$ cat src/rtl/solver_arbiter_if.sv
// Requester/solver bus for solver_arbiter: NUM_REQ requesters share one solver.
// Reductions are two's-complement RED_W-bit values carried as plain bit vectors.
interface solver_arbiter_if #(
    parameter int NUM_REQ = 4,
    parameter int RED_W   = 19
);
    logic [NUM_REQ-1:0]   req_val;
    logic [NUM_REQ-1:0]   req_rdy;
    logic [NUM_REQ*9-1:0] req_p1x;
    logic [NUM_REQ*9-1:0] req_p1y;
    logic [NUM_REQ*9-1:0] req_p2x;
    logic [NUM_REQ*9-1:0] req_p2y;
    logic [NUM_REQ-1:0]   req_change;
    logic [NUM_REQ*2-1:0] req_mode;
    logic [NUM_REQ-1:0]   resp_val;
    logic [NUM_REQ-1:0]   resp_rdy;
    logic [RED_W-1:0]     resp_reduction;

    logic                 sol_req_val;
    logic                 sol_req_rdy;
    logic [8:0]           sol_p1x;
    logic [8:0]           sol_p1y;
    logic [8:0]           sol_p2x;
    logic [8:0]           sol_p2y;
    logic                 sol_change;
    logic [1:0]           sol_mode;
    logic                 sol_resp_val;
    logic                 sol_resp_rdy;
    logic [RED_W-1:0]     sol_reduction;

    logic [2:0]           grant_id;
    logic                 busy;

    // Arbiter side
    modport slave (
        input  req_val, req_p1x, req_p1y, req_p2x, req_p2y, req_change, req_mode, resp_rdy,
               sol_req_rdy, sol_resp_val, sol_reduction,
        output req_rdy, resp_val, resp_reduction, sol_req_val, sol_p1x, sol_p1y, sol_p2x,
               sol_p2y, sol_change, sol_mode, sol_resp_rdy, grant_id, busy
    );

    // Requesters plus solver
    modport master (
        output req_val, req_p1x, req_p1y, req_p2x, req_p2y, req_change, req_mode, resp_rdy,
               sol_req_rdy, sol_resp_val, sol_reduction,
        input  req_rdy, resp_val, resp_reduction, sol_req_val, sol_p1x, sol_p1y, sol_p2x,
               sol_p2y, sol_change, sol_mode, sol_resp_rdy, grant_id, busy
    );
endinterface

$ cat src/rtl/solver_arbiter.sv
// Shares one Bresenham solver among NUM_REQ requesters, one transaction at a time.
// Update requests beat search requests; round-robin within each class.
module solver_arbiter #(
    parameter int NUM_REQ = 4,
    parameter int RED_W   = 19
) (
    input logic             clk,
    input logic             reset,
    solver_arbiter_if.slave bus
);
    typedef enum logic [1:0] {IDLE, ISSUE, WAIT, DELIVER} state_t;

    state_t               state_q, state_d;
    logic [2:0]           last_q, last_d;
    logic [2:0]           grant_q, grant_d;
    logic [8:0]           p1x_q, p1x_d, p1y_q, p1y_d, p2x_q, p2x_d, p2y_q, p2y_d;
    logic                 change_q, change_d;
    logic [1:0]           mode_q, mode_d;
    logic [RED_W-1:0]     red_q, red_d;

    logic [NUM_REQ-1:0]   upd_mask, cand_mask, req_rdy_c, grant_oh;
    logic [2:0]           win;

    // First set bit of m scanning upward from last+1, wrapping modulo NUM_REQ.
    function automatic logic [2:0] rr_pick(input logic [NUM_REQ-1:0] m, input logic [2:0] last);
        logic [2:0]         w;
        logic [NUM_REQ-1:0] sh;
        int                 idx;
        w = '0;
        for (int k = NUM_REQ; k >= 1; k--) begin
            idx = (int'(last) + k) % NUM_REQ;
            sh  = m >> idx;
            if (sh[0]) w = 3'(idx);
        end
        return w;
    endfunction

    always_comb begin
        upd_mask = '0;
        for (int i = 0; i < NUM_REQ; i++) upd_mask[i] = bus.req_val[i] & bus.req_mode[2*i];
        cand_mask = (|upd_mask) ? upd_mask : bus.req_val;
        win       = rr_pick(cand_mask, last_q);
        grant_oh  = NUM_REQ'(1) << grant_q;
    end

    always_comb begin
        state_d   = state_q;
        last_d    = last_q;
        grant_d   = grant_q;
        p1x_d     = p1x_q;
        p1y_d     = p1y_q;
        p2x_d     = p2x_q;
        p2y_d     = p2y_q;
        change_d  = change_q;
        mode_d    = mode_q;
        red_d     = red_q;
        req_rdy_c = '0;
        case (state_q)
            IDLE: begin
                if (reset && |bus.req_val) begin
                    req_rdy_c = NUM_REQ'(1) << win;
                    grant_d   = win;
                    last_d    = win;
                    for (int i = 0; i < NUM_REQ; i++) begin
                        if (win == 3'(i)) begin
                            p1x_d    = bus.req_p1x[i*9 +: 9];
                            p1y_d    = bus.req_p1y[i*9 +: 9];
                            p2x_d    = bus.req_p2x[i*9 +: 9];
                            p2y_d    = bus.req_p2y[i*9 +: 9];
                            change_d = bus.req_change[i];
                            mode_d   = bus.req_mode[i*2 +: 2];
                        end
                    end
                    state_d = ISSUE;
                end
            end
            ISSUE:   if (bus.sol_req_rdy) state_d = WAIT;
            WAIT: begin
                if (bus.sol_resp_val) begin
                    red_d   = bus.sol_reduction;
                    state_d = DELIVER;
                end
            end
            DELIVER: if (|(bus.resp_rdy & grant_oh)) state_d = IDLE;
            default: state_d = IDLE;
        endcase
    end

    always_ff @(posedge clk) begin
        if (!reset) begin
            state_q  <= IDLE;
            last_q   <= 3'(NUM_REQ - 1);
            grant_q  <= '0;
            p1x_q    <= '0;
            p1y_q    <= '0;
            p2x_q    <= '0;
            p2y_q    <= '0;
            change_q <= 1'b0;
            mode_q   <= '0;
            red_q    <= '0;
        end else begin
            state_q  <= state_d;
            last_q   <= last_d;
            grant_q  <= grant_d;
            p1x_q    <= p1x_d;
            p1y_q    <= p1y_d;
            p2x_q    <= p2x_d;
            p2y_q    <= p2y_d;
            change_q <= change_d;
            mode_q   <= mode_d;
            red_q    <= red_d;
        end
    end

    // Handshake outputs are held low while reset is asserted, even mid-transaction.
    assign bus.req_rdy        = req_rdy_c;
    assign bus.sol_req_val    = reset && (state_q == ISSUE);
    assign bus.sol_resp_rdy   = reset && (state_q == WAIT);
    assign bus.resp_val       = (reset && (state_q == DELIVER)) ? grant_oh : '0;
    assign bus.busy           = reset && (state_q != IDLE);
    assign bus.grant_id       = grant_q;
    assign bus.resp_reduction = red_q;
    assign bus.sol_p1x        = p1x_q;
    assign bus.sol_p1y        = p1y_q;
    assign bus.sol_p2x        = p2x_q;
    assign bus.sol_p2y        = p2y_q;
    assign bus.sol_change     = change_q;
    assign bus.sol_mode       = mode_q;
endmodule

$ cat src/flat_wrapper.sv
// flat-port wrapper written by rule: the top's interface ports become plain ports
module solver_arbiter_flat 
#(
    parameter int NUM_REQ = 4,
    parameter int RED_W   = 19
)
  (clk, reset, bus_req_val, bus_req_p1x, bus_req_p1y, bus_req_p2x, bus_req_p2y, bus_req_change, bus_req_mode, bus_resp_rdy, bus_sol_req_rdy, bus_sol_resp_val, bus_sol_reduction, bus_req_rdy, bus_resp_val, bus_resp_reduction, bus_sol_req_val, bus_sol_p1x, bus_sol_p1y, bus_sol_p2x, bus_sol_p2y, bus_sol_change, bus_sol_mode, bus_sol_resp_rdy, bus_grant_id, bus_busy);
  solver_arbiter_if #(.NUM_REQ(NUM_REQ), .RED_W(RED_W)) bus_i ();
  input logic clk;
  input logic reset;
  input wire logic [$bits(bus_i.req_val)-1:0] bus_req_val;
  input wire logic [$bits(bus_i.req_p1x)-1:0] bus_req_p1x;
  input wire logic [$bits(bus_i.req_p1y)-1:0] bus_req_p1y;
  input wire logic [$bits(bus_i.req_p2x)-1:0] bus_req_p2x;
  input wire logic [$bits(bus_i.req_p2y)-1:0] bus_req_p2y;
  input wire logic [$bits(bus_i.req_change)-1:0] bus_req_change;
  input wire logic [$bits(bus_i.req_mode)-1:0] bus_req_mode;
  input wire logic [$bits(bus_i.resp_rdy)-1:0] bus_resp_rdy;
  input wire logic [$bits(bus_i.sol_req_rdy)-1:0] bus_sol_req_rdy;
  input wire logic [$bits(bus_i.sol_resp_val)-1:0] bus_sol_resp_val;
  input wire logic [$bits(bus_i.sol_reduction)-1:0] bus_sol_reduction;
  output wire logic [$bits(bus_i.req_rdy)-1:0] bus_req_rdy;
  output wire logic [$bits(bus_i.resp_val)-1:0] bus_resp_val;
  output wire logic [$bits(bus_i.resp_reduction)-1:0] bus_resp_reduction;
  output wire logic [$bits(bus_i.sol_req_val)-1:0] bus_sol_req_val;
  output wire logic [$bits(bus_i.sol_p1x)-1:0] bus_sol_p1x;
  output wire logic [$bits(bus_i.sol_p1y)-1:0] bus_sol_p1y;
  output wire logic [$bits(bus_i.sol_p2x)-1:0] bus_sol_p2x;
  output wire logic [$bits(bus_i.sol_p2y)-1:0] bus_sol_p2y;
  output wire logic [$bits(bus_i.sol_change)-1:0] bus_sol_change;
  output wire logic [$bits(bus_i.sol_mode)-1:0] bus_sol_mode;
  output wire logic [$bits(bus_i.sol_resp_rdy)-1:0] bus_sol_resp_rdy;
  output wire logic [$bits(bus_i.grant_id)-1:0] bus_grant_id;
  output wire logic [$bits(bus_i.busy)-1:0] bus_busy;
  assign bus_i.req_val = bus_req_val;
  assign bus_i.req_p1x = bus_req_p1x;
  assign bus_i.req_p1y = bus_req_p1y;
  assign bus_i.req_p2x = bus_req_p2x;
  assign bus_i.req_p2y = bus_req_p2y;
  assign bus_i.req_change = bus_req_change;
  assign bus_i.req_mode = bus_req_mode;
  assign bus_i.resp_rdy = bus_resp_rdy;
  assign bus_i.sol_req_rdy = bus_sol_req_rdy;
  assign bus_i.sol_resp_val = bus_sol_resp_val;
  assign bus_i.sol_reduction = bus_sol_reduction;
  assign bus_req_rdy = bus_i.req_rdy;
  assign bus_resp_val = bus_i.resp_val;
  assign bus_resp_reduction = bus_i.resp_reduction;
  assign bus_sol_req_val = bus_i.sol_req_val;
  assign bus_sol_p1x = bus_i.sol_p1x;
  assign bus_sol_p1y = bus_i.sol_p1y;
  assign bus_sol_p2x = bus_i.sol_p2x;
  assign bus_sol_p2y = bus_i.sol_p2y;
  assign bus_sol_change = bus_i.sol_change;
  assign bus_sol_mode = bus_i.sol_mode;
  assign bus_sol_resp_rdy = bus_i.sol_resp_rdy;
  assign bus_grant_id = bus_i.grant_id;
  assign bus_busy = bus_i.busy;
  solver_arbiter #(.NUM_REQ(NUM_REQ), .RED_W(RED_W)) u_core (.clk(clk), .reset(reset), .bus(bus_i));
endmodule
$ cat config.mk
export PLATFORM = sky130hd
export DESIGN_NAME = solver_arbiter_flat
export DESIGN_NICKNAME = d
export VERILOG_FILES = /design/src/rtl/solver_arbiter_if.sv /design/src/rtl/solver_arbiter.sv /design/src/flat_wrapper.sv
export SDC_FILE = /design/constraint.sdc
export NUM_CORES = 1
export LEC_CHECK = 0
export CAP_MARGIN = 10
export CORE_MARGIN = 1.5
export CORE_UTILIZATION = 30
export DETAILED_ROUTE_END_ITERATION = 8
export PLACE_DENSITY = 0.71
export SYNTH_ARGS = -nofsm -noshare
export SYNTH_HDL_FRONTEND = slang
export SYNTH_SLANG_ARGS = --single-unit
$ cat constraint.sdc
create_clock -name clk -period 2.4 [get_ports clk]
set_input_delay 0.24 -clock clk [delete_from_list [all_inputs] [get_ports clk]]
set_output_delay 0.24 -clock clk [all_outputs]
set_load 0.1 [all_outputs]
==> results by group <==
Worst setup path
  – Required time worst endpoint: 2.16 ns
  – Destination of the critical timing path: bus_req_rdy[3]
  – R2R setup slack: 0.13 ns
  – Cell at the slowest stage of the critical path: sky130_fd_sc_hd__a311o_1
  – Origin of the critical flop-to-flop path: u_core.last_q[0]
  – Highest cell delay on the worst timing path: 0.41 ns
  – Critical Path Most Common Cell: sky130_fd_sc_hd__buf_12
  – Crit start category: flop
  – Worst reg2reg path depth: 8
  – Peak fanout along the critical path: 4
  – Arrival time worst endpoint: 2.06 ns
  – Path type of the worst setup path: reg2out
  – Critical-path cell list: and3b_1 > a311o_1 > a21oi_4 > buf_12 > and3_2 > buf_12
  – Timing startpoint of the critical path: u_core.last_q[0]
  – Reg2Reg Capture Point: u_core.bus.sol_p1x[6]
  – Critical path capture point type: output pin

Power
  – Combinational power share: 62.9%
  – Clk network pwr share: 18.2%
  – Largest voltage drop on the vdd net: 637 uV
  – P_int: 4.18 mW
  – Part of the total power dissipated in sequential elements: 18.9%
  – Sw frac: 50.1%
  – Sw power: 4.21 mW
  – Reported leakage power: 2.95 nW
  – P per Cell Area: 1200 nW/um^2

Cells and area
  – Layout Area Growth over Synthesis: 94.8%
  – Number of inserted diodes: 0
  – Fraction of final layout cells sized beyond drive strength 1: 21.9%
  – Finished Layout Cells: 832
  – Number of nets in the final layout: 876

Min path
  – HP Class: reg2reg

Drt
  – Post-route DRC: 9
  – Routed wire length: 14300 um
  – Antenna Nets Post-Route: 0
  – Detailed-routing iteration count for the pre-antenna-repair pass: 9
  – Violation count after the first detailed-route iteration: 221
  – Vias after detailed routing: 4098
  – Average routed wire per standard cell: 17.2 um
  – Post-DR vias/cell: 4.93

Timing
  – Final-report setup violation count: 0
  – Slew at the pin closest to its max-slew limit: 0.709 ns
  – Hold Vio Cnt, Final: 0
  – Fmax: 434 MHz
  – Final critical-path setup slack: 0.0968 ns
  – Clock tree skew after final layout: 0.00888 ns
  – Final-layout setup total negative slack: 0 ns
  – Total count of max-transition violations in the final report: 0
  – Shortest period the worst path allows: 2.30 ns
  – Worst slew margin: 52.7%
  – Period utilization: 96.0%

Logic synthesis
  – Number of enable flip-flop cells after synthesis: 0
  – Post-synthesis net count: 588
  – Post-Syn Instances: 396
  – Mean instance size in the synthesized netlist: 9.10 um^2
  – Cell area after synthesis: 3600 um^2
  – Library cells used by synthesis: 47
  – Fraction of registers with async set/reset: 0%
  – Compound-gate portion of the synthesized area: 20.8%
  – Mux cell area share after synthesis: 22.3%
  – Most frequently used flop master after synthesis: sky130_fd_sc_hd__dfxtp_1
  – XOR/XNOR share of the synthesized area: 0%
  – Post-synthesis share of cell area spent on and, or, nand and nor gates: 13.1%
  – Synth Area in Adders: 1.74%
  – Synth warnings: 0
  – Synthesis-stage register bit count: 64
  – Sequential element share of the synthesized area: 35.6%
  – Dominant combinational cell family by area after synthesis: multiplexers

Clocking
  – CTS buffer count: 9
  – Clock transition time at the flip-flop clock pins of the worst setup and hold paths: 0.06 ns
  – Clock tree from TritonCTS: done
  – Level count of the clock H-tree: 3
  – Maximum root-to-sink buffer count: 2
  – Root buffer cell: sky130_fd_sc_hd__clkbuf_16
  – Hold Buf Count CTS: 0
  – Worst-skew pair later-pin latency: 0.32 ns
  – Sink Count: 64

Placement
  – Minimum setup slack after placement: -0.141 ns
  – Post-detail-place hpwl: 11400 um
  – Cell count after placement: 812
  – Number of buffers inserted by port buffering: 257
  – Final RePlAce weighted congestion: 0.872

Run
  – Number of violations of the max-capacitance limit: 0

Floorplanning
  – Number of placement rows: 39
  – I/O pin count: 259
  – Horiz. Die Dim: 113 um
  – Height of the chip: 113 um
  – Die Area: 12700 um^2
  – Initial standard-cell utilization of the core: 31.1%
  – Standard cell core area: 11600 um^2

Global routing
  – Number of antenna violations at the first check in global routing: 0
  – Largest net degree at the start of global routing: 31
  – Vias in the first global route: 4111
  – Wire length of the first global-routing pass: 21300 um
  – Global-route total usage across every layer: 21.3%
  – Global-route congestion overflow total: 0

Outcome
  – Failing checks: DRC
  – Result of the run: finished, violations left
## area by class of cell
type | count | area [um^2]
repair buffers | 306 | 2990
well taps | 143 | 179
clock inverters | 5 | 104
multi-input cells | 289 | 2160
fillers | 1018 | 4550
flip-flops and latches | 64 | 1280
inverters | 14 | 52.6
clock buffers | 11 | 243
## repair_timing
| action | CTS | global route |
|---|---|---|
| pin swaps | 5 | 1 |
| gates resized for setup | 10 | 2 |
| cloned | 0 | 0 |
| endpoints found under the setup margin | 4 | 19 |
| setup buffers | 3 | 1 |
## power by group through the flow
stage	combinational [mW]	sequential [mW]	clock, mW
floorplan	1.67	3.54	0
global placement	5.19	1.59	0
detailed placement	5.25	1.60	0
CTS	5.29	1.59	1.56
global route	5.49	1.63	1.61
finish	5.28	1.59	1.53
## synth_stat cells, types with 2 or more instances
cell type / number / area share, %
sky130_fd_sc_hd__nand2_1: 87 / 9.1
sky130_fd_sc_hd__mux2i_1: 78 / 22
sky130_fd_sc_hd__dfxtp_1: 64 / 36
sky130_fd_sc_hd__o221ai_1: 39 / 9.5
sky130_fd_sc_hd__a21boi_0: 19 / 4.0
sky130_fd_sc_hd__inv_1: 14 / 1.5
sky130_fd_sc_hd__clkbuf_1: 12 / 1.3
sky130_fd_sc_hd__buf_4: 8 / 1.7
sky130_fd_sc_hd__o21ai_0: 7 / 0.97
sky130_fd_sc_hd__nor2_1: 6 / 0.63
sky130_fd_sc_hd__ha_1: 5 / 1.7
sky130_fd_sc_hd__nor3_1: 5 / 0.69
sky130_fd_sc_hd__and2_1: 4 / 0.69
sky130_fd_sc_hd__buf_2: 4 / 0.56
sky130_fd_sc_hd__buf_6: 3 / 0.94
sky130_fd_sc_hd__nor2b_1: 3 / 0.52
sky130_fd_sc_hd__a21o_1: 2 / 0.42
sky130_fd_sc_hd__a22oi_1: 2 / 0.42
sky130_fd_sc_hd__and3_1: 2 / 0.35
sky130_fd_sc_hd__and3b_1: 2 / 0.49
sky130_fd_sc_hd__nand2b_1: 2 / 0.35
sky130_fd_sc_hd__nand3_1: 2 / 0.28
sky130_fd_sc_hd__o211ai_1: 2 / 0.42
## registers in the layout, summed over array words and instances, names as in the netlist, 9 cells and up
name                       count
u_core.bus.sol_p2x             9
u_core.bus.resp_reduction     19
u_core.bus.sol_p1y             9
u_core.bus.sol_p2y             9
u_core.bus.sol_p1x             9
## cells in the final DEF (no fill, tap or decap), types with 2 or more instances in the layout
cell type,n
sky130_fd_sc_hd__a21boi_0,19
sky130_fd_sc_hd__nor3_4,3
sky130_fd_sc_hd__buf_4,101
sky130_fd_sc_hd__dlygate4sd2_1,7
sky130_fd_sc_hd__nor2b_1,3
sky130_fd_sc_hd__nand3_1,2
sky130_fd_sc_hd__o21ai_0,6
sky130_fd_sc_hd__nand2_1,87
sky130_fd_sc_hd__o211ai_1,2
sky130_fd_sc_hd__and2_1,4
sky130_fd_sc_hd__clkdlybuf4s50_1,178
sky130_fd_sc_hd__dfxtp_1,64
sky130_fd_sc_hd__bufinv_16,3
sky130_fd_sc_hd__nor2_1,3
sky130_fd_sc_hd__nor2_4,2
sky130_fd_sc_hd__o21ai_1,2
sky130_fd_sc_hd__o221ai_1,39
sky130_fd_sc_hd__ha_1,5
sky130_fd_sc_hd__inv_1,14
sky130_fd_sc_hd__nand2b_1,2
sky130_fd_sc_hd__buf_12,19
sky130_fd_sc_hd__a22oi_1,2
sky130_fd_sc_hd__clkbuf_16,9
sky130_fd_sc_hd__mux2i_1,78
sky130_fd_sc_hd__and3b_1,2
## routing by layer
metal	up-vias	global-route usage, %	routed length, um
met5	-	0	0
met4	0	7.34	310
met3	19	4.10	702
met2	126	39.4	7630
met1	1927	24.3	5700
li1	2026	-	-
## per-stage QoR
stage / util [%] / cell area (um^2) / hold slack, ns / total power, mW
4_1_cts: 60.5 / 7000 / 0.464 / 8.43
2_1_floorplan: - / 3650 / 0.385 / 5.22
5_1_grt: 60.7 / 7020 / 0.481 / 8.72
3_3_place_gp: 57.4 / 6630 / 0.445 / 6.79
6_report: 60.7 / 7020 / 0.466 / 8.39
3_5_place_dp: 57.4 / 6630 / 0.453 / 6.85
## logic make-up (layout without fill, tap and decap cells)
logic type	after synthesis	after routing
buf+inv	43	336
flops	64	64
compound gates	91	91
mux	79	79
fa+ha+maj	5	5
simple gates	113	113
other cells	1	1
## worst min path at each step
stage	start	to	slack [ns]	cells past startpoint
2_1_floorplan	bus_sol_reduction[10]	u_core.bus.resp_reduction[10]	0.38	2
3_3_place_gp	u_core.bus.sol_p2x[0]	u_core.bus.sol_p2x[0]	0.45	2
3_5_place_dp	u_core.bus.sol_p2y[0]	u_core.bus.sol_p2y[0]	0.45	2
4_1_cts	u_core.bus.resp_reduction[17]	u_core.bus.resp_reduction[17]	0.46	2
5_1_grt	u_core.bus.resp_reduction[6]	u_core.bus.resp_reduction[6]	0.48	2
6_report	u_core.bus.resp_reduction[6]	u_core.bus.resp_reduction[6]	0.47	2
## critical path: cells and delay by family, from the launching register on
| family | cells | cell delay (ns) |
|---|---|---|
| AOI/OAI and AO/OA | 2 | 0.66 |
| and+or+nand+nor | 2 | 0.41 |
| DFF | 1 | 0.37 |
| buffers and inverters | 2 | 0.31 |
Power figures use the tool's default switching activity.
